===== config.mk =====
export PLATFORM = sky130hd
export DESIGN_NAME = elastic_storage_bank
export DESIGN_NICKNAME = d
export VERILOG_FILES = /design/src/rtl/eb_pkg.sv /design/src/rtl/eb_write_compactor.sv /design/src/rtl/elastic_storage_bank.sv
export SDC_FILE = /design/constraint.sdc
export NUM_CORES = 1
export LEC_CHECK = 0
export BUFFER_PORTS_ARGS = -buffer_cell sky130_fd_sc_hd__buf_2
export CORE_MARGIN = 2
export CORE_UTILIZATION = 40
export CTS_BUF_LIST = sky130_fd_sc_hd__clkbuf_4 sky130_fd_sc_hd__clkbuf_8
export CTS_CLUSTER_SIZE = 14
export DETAILED_ROUTE_END_ITERATION = 7
export GPL_TIMING_DRIVEN = 0
export MAX_ROUTING_LAYER = met4
export PLACE_DENSITY_LB_ADDON = 0.08
export SLEW_MARGIN = 20
export SYNTH_ARGS = -nofsm -noshare
export SYNTH_HDL_FRONTEND = slang
export SYNTH_HIERARCHICAL = 1
export SYNTH_SLANG_ARGS = --single-unit

===== constraint.sdc =====
create_clock -name rx_clk -period 4.65 [get_ports rx_clk]
set_clock_uncertainty 0.2 [all_clocks]
set_input_delay 0.93 -clock rx_clk [delete_from_list [all_inputs] [get_ports rx_clk]]
set_output_delay 0.93 -clock rx_clk [all_outputs]
set_load 0.1 [all_outputs]

===== src/rtl/eb_pkg.sv =====
// Shared types and helpers for the elastic-buffer storage bank.
package eb_pkg;

  localparam int SYMBOL_WIDTH = 8;
  localparam int COUNT_WIDTH  = 4;
  localparam int ENTRY_WIDTH  = COUNT_WIDTH + 1 + SYMBOL_WIDTH;

  // Helper widths: pointers up to 16 bits, up to 4 write slots per cycle.
  localparam int PTR_MAX_W = 16;
  localparam int KEEP_MAX  = 4;
  localparam int CNT_W     = 3;

  typedef struct packed {
    logic [COUNT_WIDTH-1:0]  count;
    logic                    block_type;
    logic [SYMBOL_WIDTH-1:0] symbol;
  } eb_entry_t;

  function automatic logic [PTR_MAX_W-1:0] bin2gray(input logic [PTR_MAX_W-1:0] b);
    return b ^ (b >> 1);
  endfunction

  function automatic logic [PTR_MAX_W-1:0] gray2bin(input logic [PTR_MAX_W-1:0] g);
    logic [PTR_MAX_W-1:0] b;
    b[PTR_MAX_W-1] = g[PTR_MAX_W-1];
    for (int i = PTR_MAX_W - 2; i >= 0; i--) begin
      b[i] = b[i+1] ^ g[i];
    end
    return b;
  endfunction

  function automatic logic [CNT_W-1:0] popcount(input logic [KEEP_MAX-1:0] v);
    logic [CNT_W-1:0] c;
    c = '0;
    for (int i = 0; i < KEEP_MAX; i++) begin
      c = c + CNT_W'(v[i]);
    end
    return c;
  endfunction

endpackage


===== src/rtl/eb_write_compactor.sv =====
// Turns the per-slot keep mask into compacted write offsets: each kept slot
// lands at wr_ptr plus the number of kept slots below it.
module eb_write_compactor #(
  parameter int WR_SYMBOLS = 2
) (
  input  logic [WR_SYMBOLS-1:0]                   keep,
  output logic [WR_SYMBOLS-1:0][eb_pkg::CNT_W-1:0] offset,
  output logic [WR_SYMBOLS-1:0]                   we
);
  import eb_pkg::*;

  // Prefix sum of the keep bits strictly below each slot.
  always_comb begin
    offset = '0;
    we     = keep;
    for (int i = 0; i < WR_SYMBOLS; i++) begin
      offset[i] = popcount(KEEP_MAX'(keep) & KEEP_MAX'((1 << i) - 1));
    end
  end

endmodule


===== src/rtl/elastic_storage_bank.sv =====
// Write-domain storage of the RX elastic buffer: compacts kept symbols into
// memory, owns the write pointer (binary + Gray), tracks fill and overflow,
// and exposes a combinational read port for the read-side controller.
module elastic_storage_bank #(
  parameter int SYMBOL_WIDTH = 8,
  parameter int COUNT_WIDTH  = 4,
  parameter int DEPTH        = 16,
  parameter int WR_SYMBOLS   = 2,
  parameter int ENTRY_WIDTH  = COUNT_WIDTH + 1 + SYMBOL_WIDTH,
  parameter int ADDR_WIDTH   = $clog2(DEPTH)
) (
  input  logic                              rx_clk,
  input  logic                              rx_rst,
  input  logic                              LTSSM_rst,
  input  logic                              elstc_buff_en,
  input  logic                              wr_valid,
  input  logic [WR_SYMBOLS*ENTRY_WIDTH-1:0] wr_data,
  input  logic [WR_SYMBOLS-1:0]             wr_keep,
  input  logic [ADDR_WIDTH:0]               rd_ptr_gray_sync,
  input  logic [ADDR_WIDTH-1:0]             raddr,
  input  logic                              empty,
  output logic [SYMBOL_WIDTH-1:0]           output_symbol,
  output logic                              block_type,
  output logic [COUNT_WIDTH-1:0]            count,
  output logic                              valid,
  output logic [ADDR_WIDTH:0]               wr_ptr_gray,
  output logic [ADDR_WIDTH:0]               fill_level,
  output logic                              full,
  output logic                              overflow
);
  import eb_pkg::*;

  localparam int PW = ADDR_WIDTH + 1;
  localparam int CW = ADDR_WIDTH + 2;

  logic [ENTRY_WIDTH-1:0] mem [DEPTH];
  logic [PW-1:0]          wr_ptr;
  logic [PW-1:0]          wr_ptr_next;
  logic [PW-1:0]          rd_bin;
  logic [CW-1:0]          free_space;
  logic [CNT_W-1:0]       n_kept;
  logic                   accept;
  logic                   fits;
  logic                   do_write;
  logic                   reject;
  logic [ENTRY_WIDTH-1:0] rd_entry;

  logic [WR_SYMBOLS-1:0][CNT_W-1:0]      slot_off;
  logic [WR_SYMBOLS-1:0]                 slot_we;
  logic [WR_SYMBOLS-1:0][ADDR_WIDTH-1:0] slot_addr;

  eb_write_compactor #(
    .WR_SYMBOLS (WR_SYMBOLS)
  ) u_compactor (
    .keep   (wr_keep),
    .offset (slot_off),
    .we     (slot_we)
  );

  // Space check, write decision, slot addresses and next pointer.
  always_comb begin
    rd_bin      = PW'(gray2bin(PTR_MAX_W'(rd_ptr_gray_sync)));
    fill_level  = wr_ptr - rd_bin;
    full        = fill_level > PW'(DEPTH - WR_SYMBOLS);
    free_space  = CW'(DEPTH) - CW'(fill_level);
    n_kept      = popcount(KEEP_MAX'(wr_keep));
    accept      = wr_valid & elstc_buff_en & ~LTSSM_rst;
    fits        = CW'(n_kept) <= free_space;
    do_write    = accept & (n_kept != '0) & fits;
    reject      = accept & ~fits;
    wr_ptr_next = do_write ? wr_ptr + PW'(n_kept) : wr_ptr;
    slot_addr   = '0;
    for (int i = 0; i < WR_SYMBOLS; i++) begin
      slot_addr[i] = wr_ptr[ADDR_WIDTH-1:0] + ADDR_WIDTH'(slot_off[i]);
    end
  end

  // Write pointer, its Gray image and the sticky overflow flag.
  always_ff @(posedge rx_clk or negedge rx_rst) begin
    if (!rx_rst) begin
      wr_ptr      <= '0;
      wr_ptr_gray <= '0;
      overflow    <= 1'b0;
    end else if (LTSSM_rst) begin
      wr_ptr      <= '0;
      wr_ptr_gray <= '0;
      overflow    <= 1'b0;
    end else begin
      wr_ptr      <= wr_ptr_next;
      wr_ptr_gray <= PW'(bin2gray(PTR_MAX_W'(wr_ptr_next)));
      if (reject) begin
        overflow <= 1'b1;
      end
    end
  end

  // Storage array: cleared on either reset, otherwise all-or-nothing slot writes.
  always_ff @(posedge rx_clk or negedge rx_rst) begin
    if (!rx_rst) begin
      for (int a = 0; a < DEPTH; a++) begin
        mem[a] <= '0;
      end
    end else if (LTSSM_rst) begin
      for (int a = 0; a < DEPTH; a++) begin
        mem[a] <= '0;
      end
    end else if (do_write) begin
      for (int i = 0; i < WR_SYMBOLS; i++) begin
        if (slot_we[i]) begin
          mem[slot_addr[i]] <= wr_data[i*ENTRY_WIDTH +: ENTRY_WIDTH];
        end
      end
    end
  end

  // Combinational read port, no latency.
  always_comb begin
    rd_entry      = mem[raddr];
    output_symbol = rd_entry[SYMBOL_WIDTH-1:0];
    block_type    = rd_entry[SYMBOL_WIDTH];
    count         = rd_entry[ENTRY_WIDTH-1 -: COUNT_WIDTH];
    valid         = ~empty;
  end

endmodule

==> results of run 1 <==
[timing repair]
item / CTS / global route
endpoints found under the setup margin: 228 / 215
resized for setup: 13 / 8
buffers inserted: 1 / 2
hold buffers: 0 / 0
pin swaps: 1 / 2
cloned: 0 / 0
[per-layer routing]
layer	up-vias	part of all wire	global-route usage
li1	6337	-	-
met1	7325	0.43	0.4670
met2	755	0.44	0.4963
met3	162	0.087	0.05283
met4	0	0.043	0.1416
met5	-	0	-
[synthesized netlist by cell type (all sizes together), types with 5 or more instances]
cell type	count	area, sq um
dfrtp	218	5455
nand3	230	1151
nand2	222	833.3
xor2	13	113.9
xnor2	8	77.58
inv	13	48.80
clkbuf	99	389.1
nor3	9	45.04
mux4	65	1464
a21oi	9	52.55
mux2i	225	2285
or3	6	37.54
and3	9	56.30
nor2	5	18.77
ha	18	225.2
o21ai	421	2118
buf	75	606.8
[worst max-delay path: cells and delay by family]
family                 cells  cell delay, ns
buffers and inverters      3            1.33
multiplexers               2            1.18
[through the flow]
step           worst slack, ns  cell area [sq um]  total power, mW  instances  utilization
2_1_floorplan          -0.4546              15690            2.649       1685            -
3_3_place_gp            -1.960              16650            2.979       2261       0.4421
3_5_place_dp           -0.8354              16720            2.994       2263       0.4439
4_1_cts                0.03315              17650            5.064       2335       0.4686
5_1_grt              -0.002547              17670            5.226       2337       0.4692
6_report               0.05842              17670            5.064       2338       0.4692
[how the worst max path moves through the flow]
stage	cells past startpoint	end	slack, ns
2_1_floorplan	21	wr_ptr[1]$_DFF_PN0_	-0.45
3_3_place_gp	1	mem[112]$_DFFE_PN0P_	-1.96
3_5_place_dp	20	mem[158]$_DFFE_PN0P_	-0.84
4_1_cts	20	mem[114]$_DFFE_PN0P_	0.03
5_1_grt	21	mem[206]$_DFFE_PN0P_	-0.003
6_report	5	output_symbol[5]	0.06
[sequential cells by signal, indices dropped and copies added (netlist names)]
signal / cells
overflow: 1
mem: 208
wr_ptr_gray: 4
wr_ptr: 5
[cell families after synthesis]
family                   share of synthesized area
AND/OR/NAND/NOR                             0.1459
multiplexers                                0.2459
buffers and inverters                      0.06827
flip-flops                                  0.3565
other                                    0.0002450
adder cells (fa/ha/maj)                    0.01995
XOR/XNOR                                   0.01251
AO/OA/AOI/OAI                               0.1508
[power by group through the flow]
stage,clock (mW),combinational (mW),sequential (mW)
after detailed placement,0,1.01,1.98
final,2.08,1.03,1.95
after floorplan,0,0.668,1.98
after global routing,2.17,1.10,1.95
after CTS,2.09,1.02,1.95
after global placement,0,0.997,1.98
[cells in the final DEF (no fill, tap or decap), drive strengths merged, types with 2 or more instances in the layout]
cell,Yosys,final
a21o,4,4
mux2i,225,225
clkdlybuf4s15,0,3
a211oi,2,2
buf,75,141
or3,6,6
dfrtp,218,218
clkinv,0,2
inv,13,13
o22ai,2,2
nor3,9,9
xnor2,8,8
and3b,3,3
clkbuf,99,167
o21ai,421,421
xor2,13,13
nor2,5,5
o211ai,2,2
ha,18,18
and3,9,9
nand2,222,222
a21oi,9,9
nor2b,2,2
nand3,230,230
o21a,3,3
conb,1,5
nand3b,2,2
fa,4,4
mux4,65,65
nor3b,2,2
[cell type report]
cell class | instances | area share
Antenna cell | 1 | 0.0001416
Buffer | 174 | 0.05989
Clock buffer | 68 | 0.04764
Clock inverter | 3 | 0.0009911
Inverter | 13 | 0.002761
Multi-Input combinational cell | 1280 | 0.5195
Sequential cell | 218 | 0.3086
Tap cell | 511 | 0.03617
Timing Repair Buffer | 70 | 0.02421
==> run_results.csv, run 1 <==
group,metric,value,unit
placement,hpwlAfterDp,45.07,mm
routing,drt_iter0_drc,1588,
worst_setup_path,crit_arrival,3.46,ns
power_and_ir_drop,seq_power_share,0.385,
power_and_ir_drop,p_sw_frac,0.3365,
placement,portBuffers,65,
power_and_ir_drop,power_frac_clock,0.410,
worst_setup_path,startpoint,"raddr[0]",
worst_setup_path,cp-end-kind,"primary output",
synthesis,avgSynthCellArea,9.104,sq um
worst_setup_path,cp.required,3.52,ns
worst_setup_path,r2r_slack,0.88,ns
floorplan,io_pins,69,
clocking,cts-root-buf,"clkbuf_8",
routing,avgRoutedWirePerCell,27.61,um
sta,fin_setup_tns,0,ns
sta,hold_violations,0,
worst_setup_path,r2r-start,"wr_ptr[0]$_DFF_PN0_",
grt,grt_antenna_before_repair,0,
floorplan,core_area,37670,sq um
synthesis,synth.distinct_cells,48,
routing,post-route-drc-count,0,
routing,vias,14580,
sta,period_share,0.9874,
grt,grt_pass1_wl,94.66,mm
grt,grt_start_max_net_pins,88,
worst_setup_path,crit_path_frequent_cell,"mux4_2",
power_and_ir_drop,power.density,286.5,nW/um^2
sta,max_slew.worst_pin.slew,1.269,ns
worst_setup_path,crit_path_top_delay_cell,"mux4_2",
finish,syn_to_final_growth,15.49,%
sta,finalWorstPathRequiredPeriod,4.592,ns
routing,detail-route-antenna-nets,0,
job,max-cap-violations,0,
clocking,cts_buffers,45,
synthesis,netlist_area,15300,sq um
sta,slew_violations,0,
routing,first_pass_iters,6,
clocking,htree_num_levels,2,
synthesis,synth-seq-cells,218,
floorplan,fp.dieW,199.6,um
sta,hold_ws,0.01728,ns
worst_setup_path,critical_path_class,"in2out",
sta,slew_headroom,0.1541,
synthesis,synth-edff-count,0,
clocking,clockBufferDepth,3,
synthesis,netlist_instances,1681,
finish,regArea,5455,sq um
worst_setup_path,r2r-end,"mem[205]$_DFFE_PN0P_",
synthesis,synthFlopType,"dfrtp_1",
worst_setup_path,critPathMaxFanout,10,
floorplan,rows,71,
sta,setup_viol,0,
synthesis,yosysWarnings,6,
worst_setup_path,cpPeakStageDelay,0.63,ns
grt,grt_pass1_vias,13840,
synthesis,async_reset_ff_frac,1.000,
placement,gp_congestion,0.9632,
floorplan,dieHeight,199.6,um
routing,vias_per_cell,6.236,
power_and_ir_drop,internal_power,3.360,mW
power_and_ir_drop,ir_drop,170.1,uV
worst_setup_path,startpoint_type,"input pin",
finish,multi_input_area,9183,sq um
synthesis,seq_area_frac_synth,0.3565,
power_and_ir_drop,power_switching,1.704,mW
grt,gr-total-overflow,0,
clocking,cts_sinks,218,
clocking,tritoncts,"done",
clocking,clkLatencyLatePin,0.62,ns
run_status,status,"complete, no violations",
clocking,cts.clk_slew.worst_paths,0.06,ns
hold_path,min_path_type,"in2async",
finish,fill_cells,3726,
floorplan,dieArea,39840,sq um
finish,layout.nets,1867,
worst_setup_path,path_cells,"clkbuf_1 -> clkdlybuf4s15_2 -> mux4_2 -> mux4_2 -> buf_2",
floorplan,start_util,0.4063,
power_and_ir_drop,combPwrFrac,0.204,
finish,drive_gt1_frac,0.2043,
power_and_ir_drop,leakage,8.982,nW
sta,fmaxAchievable,0.2178,GHz
grt,grt.total_usage,0.3388,
routing,wirelength,64.54,mm
worst_setup_path,reg2regPathDepth,17,
Power figures use the tool's default switching activity.
==> run 2: changes to the inputs <==
Settings changed: CORE_ASPECT_RATIO from default to 0.9.
==> run_results.csv, run 2 (synthesis results as in run 1) <==
group,metric,value,unit
worst_setup_path,critical_path_class,"in2out",
floorplan,io_pins,69,
sta,slew_headroom,0.1653,
clocking,htree_num_levels,2,
routing,avgRoutedWirePerCell,28.34,um
grt,grt_pass1_wl,95.90,mm
sta,setup_viol,0,
sta,rsz0062_at_grt,"true",
finish,final_common_cell,"o21ai_0",
placement,placed_cell_area,16680,sq um
worst_setup_path,critPathMaxFanout,10,
grt,grt.total_usage,0.3415,
clocking,cts_buffers,43,
routing,post-route-drc-count,0,
routing,vias_per_cell,6.285,
finish,final_cell_mix,"o21ai_0, mux2i_1, nand2_1",
placement,portBuffers,65,
sta,fmaxAchievable,0.2164,GHz
floorplan,dieHeight,189.6,um
grt,gr-total-overflow,0,
routing,detail-route-antenna-nets,0,
finish,regMostFlops,"mem",
floorplan,fp.dieW,210.2,um
clocking,cts_sinks,218,
grt,use_met2,0.4827,
finish,largest_reg_flops,208,
worst_setup_path,startpoint,"raddr[1]",
finish,fill_cells,3608,
placement,place_inst,2235,
clocking,cts.clk_slew.worst_paths,0.06,ns
sta,hold_violations,0,
placement,gp_congestion,0.9653,
floorplan,dieArea,39840,sq um
worst_setup_path,crit_path_top_delay_cell,"clkbuf_1",
worst_setup_path,cp.required,3.52,ns
power_and_ir_drop,ir_drop,177.7,uV
floorplan,rows,67,
power_and_ir_drop,power.density,290.7,nW/um^2
finish,layout.nets,1869,
routing,drt_iter0_drc,1687,
finish,multi_input_area,9185,sq um
grt,grt_pass1_vias,13980,
sta,fin_setup_tns,0,ns
clocking,cts-root-buf,"clkbuf_8",
grt,grt_start_max_net_pins,79,
grt,grt_use_met1,0.4547,
placement,hpwlAfterDp,45.75,mm
finish,instances_no_fill,2318,
worst_setup_path,startpoint_type,"input pin",
grt,gr-max-usage-layer,"met2",
routing,vias,14570,
run_status,status,"complete, no violations",
floorplan,core_area,37470,sq um
finish,regArea,5455,sq um
grt,grtUsageMet3,0.07560,
grt,grt_antenna_before_repair,2,
clocking,tritoncts,"done",
finish,syn_to_final_growth,16.08,%
clocking,clockBufferDepth,3,
clocking,holdBufCountCts,0,
sta,slew_violations,0,
clocking,clkLatencyLatePin,0.62,ns
routing,first_pass_iters,7,
worst_setup_path,path_cells,"clkbuf_1 -> clkbuf_1 -> mux4_2 -> mux4_2 -> buf_2",
worst_setup_path,cpPeakStageDelay,0.68,ns
finish,reg_top3,"mem x208, wr_ptr x5, wr_ptr_gray x4",
worst_setup_path,crit_arrival,3.49,ns
power_and_ir_drop,leakage,9.043,nW
finish,postLayoutCellArea,17760,sq um
worst_setup_path,cp-end-kind,"primary output",
hold_path,min_path_type,"in2async",
sta,max_slew.worst_pin.slew,1.252,ns
sta,period_share,0.9936,
worst_setup_path,r2r-start,"wr_ptr[1]$_DFF_PN0_",
finish,drive_gt1_frac,0.2079,
sta,finalWorstPathRequiredPeriod,4.620,ns
routing,wirelength,65.69,mm
floorplan,start_util,0.4084,
job,max-cap-violations,0,
-- run 2: cell types whose count changed in the layout (fill, tap and decap cells not counted), sizes merged --
cell	change
buf	+6
clkbuf	+4
clkdlybuf4s15	+1
clkdlybuf4s18	-1
clkinv	-2
clkinvlp	-1
diode	+1
-- run 2: path summary, 6_finish.rpt --
check / slack, ns / cells after the start / endpoint
setup / recovery: 0.03 / 5 / output_symbol[0]
hold / removal: 0.05 / 1 / wr_ptr[4]$_DFF_PN0_
setup reg to reg: 0.86 / 9 / mem[18]$_DFFE_PN0P_
hold reg to reg: 0.30 / 1 / overflow$_DFFE_PN0P_
max in group asynchronous: 2.99 / 3 / mem[34]$_DFFE_PN0P_
min in group rx_clk: 0.30 / 1 / overflow$_DFFE_PN0P_
-- run 2: critical path, delay by kind of cell --
family	cells	cell delay, ns
buf+inv	3	1.49
mux	2	1.05
-- run 2: where the power goes --
part,total [mW],switching (mW),internal (mW),leakage [nW]
combinational,1.06,0.748,0.312,5.52
sequential,1.95,0.0278,1.92,3.04
clock,2.15,0.952,1.20,0.483
-- run 2: layout make-up --
| cell class | count | share of cell area |
|---|---|---|
| Buffer | 174 | 0.06212 |
| Multi-Input combinational cell | 1280 | 0.5170 |
| Clock buffer | 74 | 0.05064 |
| Tap cell | 483 | 0.03402 |
| Inverter | 13 | 0.002747 |
| Sequential cell | 218 | 0.3071 |
| Antenna cell | 2 | 0.0002817 |
| Timing Repair Buffer | 74 | 0.02606 |
-- run 2: layer usage --
| metal | wire length, um | part of all wire |
|---|---|---|
| met5 | 0 | 0 |
| met4 | 3833 | 0.058 |
| met3 | 6774 | 0.10 |
| met2 | 27760 | 0.42 |
| met1 | 27330 | 0.42 |
-- run 2: stage by stage --
stage	utilization	hold slack [ns]	power, mW	setup slack [ns]
floorplan	-	0.2927	2.649	-0.4546
global placement	0.4435	0.2815	2.981	-1.908
detailed placement	0.4452	0.2865	3.002	-1.022
CTS	0.4712	0.06777	5.144	0.06685
global route	0.4741	0.09667	5.329	-0.02893
finish	0.4741	0.04916	5.163	0.02973
-- run 2: repair_timing --
action,in CTS,in global routing
cloned,0,1
resized for setup,14,23
endpoints found under the setup margin,230,213
setup buffers,3,3
pin swaps,2,3
